--- src/rtl/core_sequencer_pkg.sv ---
// Shared definitions for the multi-cycle sequencer: FSM state encoding,
// decoder branch codes and the load/store opcodes the sequencer inspects.
package core_sequencer_pkg;

    typedef enum logic [2:0] {
        ST_IDLE   = 3'd0,
        ST_FETCH  = 3'd1,
        ST_DECODE = 3'd2,
        ST_EXEC   = 3'd3,
        ST_MEM    = 3'd4,
        ST_WB     = 3'd5,
        ST_HALT   = 3'd6
    } state_t;

    localparam logic [1:0] NO_JUMP = 2'd0;
    localparam logic [1:0] BEQ     = 2'd1;
    localparam logic [1:0] BLT     = 2'd2;

    localparam logic [6:0] OP_LD = 7'b0000011;
    localparam logic [6:0] OP_SD = 7'b0100011;

    function automatic logic is_mem_op(input logic [6:0] opcode);
        return (opcode == OP_LD) || (opcode == OP_SD);
    endfunction

endpackage

--- src/rtl/core_sequencer_branch.sv ---
// core_branch_unit: combinational branch resolution (taken flag, wrapped
// target pc and the zero-offset self-loop halt flag).
module core_branch_unit
    import core_sequencer_pkg::*;
#(
    parameter int PC_WIDTH = 8
) (
    input  logic [PC_WIDTH-1:0] pc,
    input  logic [1:0]          branch,
    input  logic                dir,
    input  logic [4:0]          off,
    input  logic                zero,
    input  logic                neg,
    output logic                is_branch,
    output logic                taken,
    output logic                halt_loop,
    output logic [PC_WIDTH-1:0] target
);

    logic [PC_WIDTH-1:0] off_ext;

    assign off_ext   = PC_WIDTH'(off);
    assign is_branch = (branch == BEQ) || (branch == BLT);
    assign taken     = ((branch == BEQ) && zero) || ((branch == BLT) && neg);
    // A taken branch by zero instructions would spin forever; report it instead.
    assign halt_loop = taken && (off == 5'd0);
    // Arithmetic is at PC_WIDTH bits so the target wraps modulo 2^PC_WIDTH.
    assign target    = dir ? (pc - off_ext) : (pc + off_ext);

endmodule

--- src/rtl/core_sequencer.sv ---
// Multi-cycle control FSM sequencing fetch/decode/exec/mem/writeback.
// Optional CORE_SEQ_PERF_EN adds saturating cycle_cnt and retired_cnt outputs.
module core_sequencer
    import core_sequencer_pkg::*;
#(
    parameter int PC_WIDTH   = 8,
    parameter int INST_WIDTH = 32
) (
    input  logic                  clk,
    input  logic                  rst_n,
    input  logic                  start,
    output logic                  imem_req,
    output logic [PC_WIDTH-1:0]   imem_addr,
    input  logic                  imem_ack,
    input  logic [INST_WIDTH-1:0] imem_rdata,
    output logic [INST_WIDTH-1:0] inst,
    input  logic                  dec_reg_we,
    input  logic                  dec_data_we,
    input  logic [1:0]            dec_branch,
    input  logic                  dec_branch_dir,
    input  logic [4:0]            dec_branch_off,
    input  logic                  alu_zero,
    input  logic                  alu_neg,
    output logic                  dmem_req,
    input  logic                  dmem_ack,
    output logic                  reg_we,
    output logic                  data_we,
    output logic [PC_WIDTH-1:0]   pc,
    output logic                  busy,
    output logic [2:0]            dbg_state,
    output logic                  halted
`ifdef CORE_SEQ_PERF_EN
    ,
    output logic [31:0]           cycle_cnt,
    output logic [31:0]           retired_cnt
`endif
);

    // Handshake: a request (imem_req/dmem_req) is a pure decode of the
    // registered state, held until its ack; an ack without a request is ignored.
    state_t                state, next_state;
    logic [PC_WIDTH-1:0]   pc_q, next_pc, pc_inc, br_target;
    logic [INST_WIDTH-1:0] inst_q;
    logic                  br_is_branch, br_taken, br_halt;

    assign pc_inc = pc_q + PC_WIDTH'(1);

    core_branch_unit #(.PC_WIDTH(PC_WIDTH)) u_branch (
        .pc        (pc_q),
        .branch    (dec_branch),
        .dir       (dec_branch_dir),
        .off       (dec_branch_off),
        .zero      (alu_zero),
        .neg       (alu_neg),
        .is_branch (br_is_branch),
        .taken     (br_taken),
        .halt_loop (br_halt),
        .target    (br_target)
    );

    always_ff @(posedge clk or negedge rst_n) begin
        if (!rst_n) begin
            state  <= ST_IDLE;
            pc_q   <= '0;
            inst_q <= '0;
        end else begin
            state <= next_state;
            pc_q  <= next_pc;
            if (state == ST_FETCH && imem_ack) inst_q <= imem_rdata;
        end
    end

    always_comb begin
        next_state = state;
        next_pc    = pc_q;
        imem_req   = 1'b0;
        dmem_req   = 1'b0;
        reg_we     = 1'b0;
        data_we    = 1'b0;
        case (state)
            ST_IDLE, ST_HALT: begin
                if (start) begin
                    next_state = ST_FETCH;
                    next_pc    = '0;
                end
            end
            ST_FETCH: begin
                imem_req = 1'b1;
                if (imem_ack) next_state = (imem_rdata == '0) ? ST_HALT : ST_DECODE;
            end
            ST_DECODE: next_state = ST_EXEC;
            ST_EXEC: begin
                if (br_is_branch) begin
                    if (br_taken && br_halt) begin
                        next_state = ST_HALT;
                    end else begin
                        next_state = ST_FETCH;
                        next_pc    = br_taken ? br_target : pc_inc;
                    end
                end else if ((dec_reg_we || dec_data_we) && is_mem_op(inst_q[6:0])) begin
                    next_state = ST_MEM;
                end else if (dec_reg_we) begin
                    next_state = ST_WB;
                end else begin
                    next_state = ST_FETCH;
                    next_pc    = pc_inc;
                end
            end
            ST_MEM: begin
                dmem_req = 1'b1;
                if (dmem_ack) begin
                    if (inst_q[6:0] == OP_SD) begin
                        data_we    = 1'b1;
                        next_state = ST_FETCH;
                        next_pc    = pc_inc;
                    end else begin
                        next_state = ST_WB;
                    end
                end
            end
            ST_WB: begin
                reg_we     = 1'b1;
                next_state = ST_FETCH;
                next_pc    = pc_inc;
            end
            default: next_state = ST_IDLE;
        endcase
    end

    assign imem_addr = pc_q;
    assign pc        = pc_q;
    assign inst      = inst_q;
    assign busy      = (state != ST_IDLE) && (state != ST_HALT);
    assign halted    = (state == ST_HALT);
    assign dbg_state = state;

`ifdef CORE_SEQ_PERF_EN
    logic restart, retire;

    assign restart = ((state == ST_IDLE) || (state == ST_HALT)) && start;
    assign retire  = (next_state == ST_FETCH) &&
                     ((state == ST_EXEC) || (state == ST_MEM) || (state == ST_WB));

    always_ff @(posedge clk or negedge rst_n) begin
        if (!rst_n) begin
            cycle_cnt   <= '0;
            retired_cnt <= '0;
        end else if (restart) begin
            cycle_cnt   <= '0;
            retired_cnt <= '0;
        end else begin
            if (busy && (cycle_cnt != '1)) cycle_cnt <= cycle_cnt + 32'd1;
            if (retire && (retired_cnt != '1)) retired_cnt <= retired_cnt + 32'd1;
        end
    end
`endif

endmodule
--- config.mk ---
export PLATFORM = sky130hd
export DESIGN_NAME = core_sequencer
export DESIGN_NICKNAME = d
export VERILOG_FILES = /design/src/rtl/core_sequencer_pkg.sv /design/src/rtl/core_sequencer_branch.sv /design/src/rtl/core_sequencer.sv
export SDC_FILE = /design/constraint.sdc
export NUM_CORES = 1
export LEC_CHECK = 0
export CELL_PAD_IN_SITES_DETAIL_PLACEMENT = 1
export CELL_PAD_IN_SITES_GLOBAL_PLACEMENT = 1
export CORE_ASPECT_RATIO = 0.75
export CORE_UTILIZATION = 29
export CTS_CLUSTER_DIAMETER = 150
export CTS_CLUSTER_SIZE = 16
export DETAILED_ROUTE_END_ITERATION = 8
export MAX_ROUTING_LAYER = met4
export PLACE_DENSITY = 0.87
export SLEW_MARGIN = 0
export SYNTH_ARGS = -nofsm -noshare
export SYNTH_HDL_FRONTEND = slang
export SYNTH_SLANG_ARGS = --single-unit
export TNS_END_PERCENT = 30
--- constraint.sdc ---
create_clock -name clk -period 1.98 [get_ports clk]
set_input_delay 0.396 -clock clk [delete_from_list [all_inputs] [get_ports clk]]
set_output_delay 0.396 -clock clk [all_outputs]
set_load 0.01 [all_outputs]
==> run metrics, run 1 <==
Via density=5.24; Worst Skew=0.00884 ns; yosys warns=0; required time worst endpoint=~2.2 ns; Synth async-reset ratio=100%; Final Hold Fails=0; Port Buffers=about 110; Clk pin slew, worst setup/hold paths=~0.07 ns; Setup WS post-layout=-0.726 ns; final wirelength=approximately 11000 um; largest net degree at the start of global routing=34; ANT cells=0; Synth Flop Type=dfrtp_1; syn_nets=~320; post-layout minimum cycle time=between 2 and 3 ns; crit share post-route=137%; Placeable Area=around 8700 um^2; Synth area leaders=dfrtp_1 41%, mux2_2 14%, ha_1 5.7%; grt total ovfl=0; critical setup path kind=in -> reg; power per cell area=1360 nW/um^2; syn_area_per_cell=10.4 um^2; top achievable clock speed=370 MHz; Area Growth Syn to Fin=75.7%; initial antenna violation count=0; FILL cells=roughly 960; number of iterations in the first detailed-routing pass=6; min-delay worst type=in -> async; Residual DRC=4; synthesized flop and latch total=43; Synth top cells by count=43 x dfrtp_1, 34 x mux2_2, 18 x o21ai_0; Final setup viols=13; Die ar.=9520 um^2; global-route wire length before repair=16500 um; Pleak=around 2.0 nW; top-area cell type share of the netlist area=40.6%; largest area contributor in the netlist=dfrtp_1; critical path startpoint category=primary input; clk buf depth=2; Clk Tree Root Cell=clkbuf_16; Slew @ Worst Pin=a little over 0.5 ns; Via Count=between 2k and 3k; worst rel slew slack=approximately two thirds; DP Cell Count=between 500 and 600; crit-path max FO=3; FF-to-FF setup slack=-0.30 ns; fin nets=roughly 480; sequential element share of the synthesized area=~41%; DP Worst Slack=-1.54 ns; clock latency at the later pin of the worst-skew pair=0.28 ns; Min Hold Slack=roughly 0.076 ns; Netlist cell types=48; failing checks=DRC, setup timing; crit path DAT=between 2 and 3 ns; DR WL/cell=approximately 20 um; gpl congestion=0.906; Initial Util=a little under a third; worst r2r path cells=7; Inserted Clock Buffers=5; layout cell share with drive strength beyond 1=36.4%; hold_buf cts=0; Die Height=84.7 um; Initial DRC Count=105; most common cell in the synthesized netlist=dfrtp_1; Critical R2R Capture=imem_addr[7]; Antenna Nets Post-Route=0; outcome=finished, violations left; EDFF count, synth=0; non-filler cells, final=526; RSZ-0062 raised after global routing=yes; CTS Sinks=between 40 and 50; vias in the first global route=between 3k and 4k; Post-Syn Instances=about 260; I/O pin count=roughly 110; maxcap violations=0; IR Drop Worst-Case VDD=0.614 mV; Total GRT Usage=22.9%; post-synthesis cell area=2650 um^2; CTS tree=built; CP endpoint kind=flip-flop; H-tree depth=2; row cnt=29; Pins Over Slew Limit=0; Detail Placement HPWL=7570 um; FF-to-FF Start=imem_addr[1]; Die Span X=112 um
-- through the flow --
stage | total power, mW | area, um^2 | util [%] | TNS (ns)
2_1_floorplan | 3.17 | 2700 | - | -1.42
4_1_cts | 6.20 | 4590 | 52.9 | -3.34
6_report | 6.32 | 4650 | 53.6 | -2.93
5_1_grt | 6.68 | 4650 | 53.6 | -3.94
3_5_place_dp | 5.13 | 4230 | 48.8 | -10.10
3_3_place_gp | 4.96 | 4230 | 48.8 | -8.96
-- critical path, stage by stage --
cell and delay (ns):
buf_12 0.11, inv_12 0.04, ha_4 0.12, nor3b_4 0.20, ha_1 0.26, mux2i_1 0.16
ha_1 0.31, and3_4 0.19, a21oi_4 0.13, a31oi_2 0.11, xor2_1 0.22, mux2_4 0.33
a221o_1 0.29
-- power by group --
part	switching, mW	leakage (nW)	internal, mW
registers	0.315	0.521	1.29
clock network	0.336	0.0679	0.467
logic	1.73	1.38	2.18
-- logic make-up (layout without fill, tap and decap cells) --
| group | Yosys count | in the layout | synth area share [%] |
|---|---|---|---|
| AND/OR/NAND/NOR | 69 | 69 | 15.3 |
| AO/OA/AOI/OAI | 55 | 55 | 13.7 |
| flip-flops | 43 | 43 | 40.6 |
| multiplexers | 38 | 38 | 16.0 |
| buffers and inverters | 31 | 194 | 5.95 |
| adder cells (fa/ha/maj) | 13 | 13 | 6.43 |
| XOR/XNOR | 6 | 6 | 1.98 |
-- routing by layer --
metal  wire (um)  share of wire (%)  track usage, %
met3         492                4.7            4.55
met4         130                1.2            6.42
met2        5650                 53            40.6
met1        4290                 41            26.3
met5           0                  0               -
-- layout make-up --
cell class                 instances  area (um^2)  share of cell area (%)
clock buffer                       7          133                    2.85
tap                              108          135                    2.91
clock inverter                     1         5.00                   0.108
timing repair buffer             173         1590                    34.3
multi-input combinational        181         1640                    35.2
inverter                          13         68.8                    1.48
sequential                        43         1080                    23.2
-- cell usage in the layout, fill, tap and decap left out, types with 6 or more instances in the layout --
cell              n
a21oi_1           7
buf_4            61
clkdlybuf4s50_1  92
dfrtp_1          42
dlygate4sd2_1     7
ha_1             10
inv_1             9
mux2_2           33
nand2_1           6
nor2_1            9
nor3_1            8
nor4_1            8
o21ai_0          11
o21ai_1           6
-- what timing repair did --
action                     4_1_cts  5_1_grt
gates cloned                     1        0
pin swaps                       17       12
resized for setup               63       17
setup endpoints to repair       17       15
setup buffers                   10        2
-- worst max-delay path by stage --
stage                           start           end  slack [ns]  cells after the start
CTS                 dec_branch_off[1]  imem_addr[7]       -0.78                     14
finish              dec_branch_off[1]  imem_addr[7]       -0.73                     13
global route        dec_branch_off[1]  imem_addr[7]       -0.82                     13
detailed placement  dec_branch_off[1]  imem_addr[7]       -1.54                     14
floorplan           dec_branch_off[1]  imem_addr[7]       -0.67                     12
global placement    dec_branch_off[1]  imem_addr[7]       -1.38                     14
-- registers in the layout, summed over array words and instances (netlist names) --
name and count:
imem_addr 8, dbg_state 3, inst 32
(Power assumes the default switching activity.)
==> inputs of run 2 (changes only) <==
--- a/config.mk
+++ b/config.mk
@@ -12,6 +12,7 @@
 export CTS_CLUSTER_DIAMETER = 150
 export CTS_CLUSTER_SIZE = 16
 export DETAILED_ROUTE_END_ITERATION = 8
+export HOLD_SLACK_MARGIN = 0.1
 export MAX_ROUTING_LAYER = met4
 export PLACE_DENSITY = 0.87
 export SLEW_MARGIN = 0
==> run metrics, run 2 (synthesized netlist as in run 1, its figures left out) <==
gpl congestion=0.906 (unchanged); outcome=finished, violations left; DP Cell Count=508 (unchanged); critical setup path kind=in -> reg; hold depth=1; Psw=2.38 mW (about the same); FF-to-FF setup slack=-0.30 ns (about the same); global-route wire length before repair=16500 um (about the same); crit path DAT=2.87 ns (about the same); Via Count=2747 (-0.25%); Final setup viols=13 (unchanged); worst r2r path cells=7 (unchanged); Seq. cell area=1080 um^2 (unchanged); clk buf depth=2 (unchanged); Port Buffers=105 (unchanged); final setup TNS=-2.90 ns (+0.0270 ns); final wirelength=10500 um (about the same); maxcap violations=0 (unchanged); min-delay worst type=reg -> reg; H-tree depth=2 (unchanged); Final Hold Fails=0 (unchanged); Initial Util=30.5% (unchanged); share of total power in combinational logic=61.9% (about the same); Area Growth Syn to Fin=76.0%; commonest non-fill, non-tap cell in the layout=clkdlybuf4s50_1; Antenna Nets Post-Route=0 (unchanged); ANT cells=0 (unchanged); Pins Over Slew Limit=0 (unchanged); critical path startpoint category=primary input; layout cell share with drive strength beyond 1=36.3% (-0.087 points); DR WL/cell=20.0 um (-0.27%); clock latency at the later pin of the worst-skew pair=0.28 ns (about the same); Initial DRC Count=87 (-17%); Total GRT Usage=22.9% (about the same); sw frac=37.6% (about the same); Inserted Clock Buffers=5 (unchanged); final core utilization=53.7% (+0.12 points); crit share post-route=136% (-0.28 points); IR Drop Worst-Case VDD=0.615 mV (about the same); Clk pin slew, worst setup/hold paths=0.07 ns (about the same); Die Span X=112 um (unchanged); row cnt=29 (unchanged); Residual DRC=4 (unchanged); sequential group share of total power=25.4% (about the same); CP endpoint kind=flip-flop; Clk Tree Root Cell=clkbuf_16; power per cell area=1360 nW/um^2 (-0.21%); crit-path max FO=3 (unchanged); fin nets=480 (+0.21%); Placeable Area=8670 um^2 (unchanged); Pleak=1.98 nW (+0.21%); FILL cells=959 (unchanged); Int Pwr=3.94 mW (about the same); CTS tree=built; grt total ovfl=0 (unchanged); failing checks=DRC, setup timing; Setup WS post-layout=-0.721 ns (+0.00546 ns); vias in the first global route=3104 (-0.064%); Via density=5.21 (-0.44%); Die Height=84.7 um (unchanged); required time worst endpoint=2.15 ns (about the same); Worst Skew=0.00903 ns (+0.000188 ns); multi-input logic area=1640 um^2 (unchanged); number of iterations in the first detailed-routing pass=6 (unchanged); I/O pin count=106 (unchanged); initial antenna violation count=0 (unchanged); Die ar.=9520 um^2 (unchanged); commonest non-fill, non-tap cells in the layout=92 x clkdlybuf4s50_1, 61 x buf_4, 42 x dfrtp_1, 33 x mux2_2, 11 x o21ai_0; Min Hold Slack=0.506 ns (+0.429 ns); Clk pwr share=12.7% (about the same); RSZ-0062 raised after global routing=yes; worst rel slew slack=66.2% (+0.18 points); non-filler cells, final=527 (+0.19%); Slew @ Worst Pin=0.507 ns (-0.00275 ns); post-layout minimum cycle time=2.70 ns (-0.00546 ns); Detail Placement HPWL=7570 um (unchanged); top achievable clock speed=370 MHz (+0.20%); CTS Sinks=43 (unchanged); max reg flops=32 (unchanged); largest net degree at the start of global routing=34 (unchanged)
==> run 2: worst paths after layout <==
path | start | to
max in group asynchronous | rst_n | inst[23]
hold / removal | inst[26] | inst[26]
setup / recovery | dec_branch_off[1] | imem_addr[7]
hold reg to reg | inst[26] | inst[26]
setup reg to reg | imem_addr[1] | imem_addr[7]
min in group asynchronous | rst_n | dbg_state[0]
==> run 2: cell type report <==
cell class	count	area share [%]
Sequential cell	43	23.1
Timing Repair Buffer	174	34.4
Inverter	13	1.48
Tap cell	108	2.90
Clock inverter	1	0.107
Multi-Input combinational cell	181	35.1
Clock buffer	7	2.85
==> run 2: power groups by stage <==
stage	Sequential (mW)	Combinational, mW	Clock [mW]
6_report	1.61	3.91	0.801
5_1_grt	1.65	4.17	0.856
4_1_cts	1.59	3.79	0.824
3_5_place_dp	1.59	3.55	0
3_3_place_gp	1.55	3.41	0
2_1_floorplan	1.78	1.39	0
==> run 2: repair_timing <==
item,4_1_cts,5_1_grt
endpoints found under the setup margin,17,15
setup buffers,10,2
hold buffers,1,0
resized for setup,63,17
endpoints found under the hold margin,16,0
pin swaps,17,12
cloned,1,0
==> run 2: worst max-delay path, stage by stage <==
cell and delay (ns):
buf_12 0.11, inv_12 0.04, ha_4 0.12, nor3b_4 0.20
ha_1 0.26, mux2i_1 0.16, ha_1 0.31, and3_4 0.19
a21oi_4 0.13, a31oi_2 0.11, xor2_1 0.22, mux2_4 0.33
a221o_1 0.29
==> run 2: metrics by stage <==
stage | cell area [um^2] | power (mW) | setup slack (ns)
final | 4660 | 6.32 | -0.721
after global placement | 4230 | 4.96 | -1.38
after detailed placement | 4230 | 5.13 | -1.54
after floorplan | 2700 | 3.17 | -0.673
after global routing | 4660 | 6.68 | -0.822
after CTS | 4600 | 6.20 | -0.781
==> run 2: layer usage <==
metal  up-vias  part of all wire [%]  GRT usage (%)
met2        82                    54           40.6
met3        12                   4.7           4.55
met5         -                     0              -
met4         0                   1.2           6.42
met1      1389                    41           26.3
li1       1264                     -              -
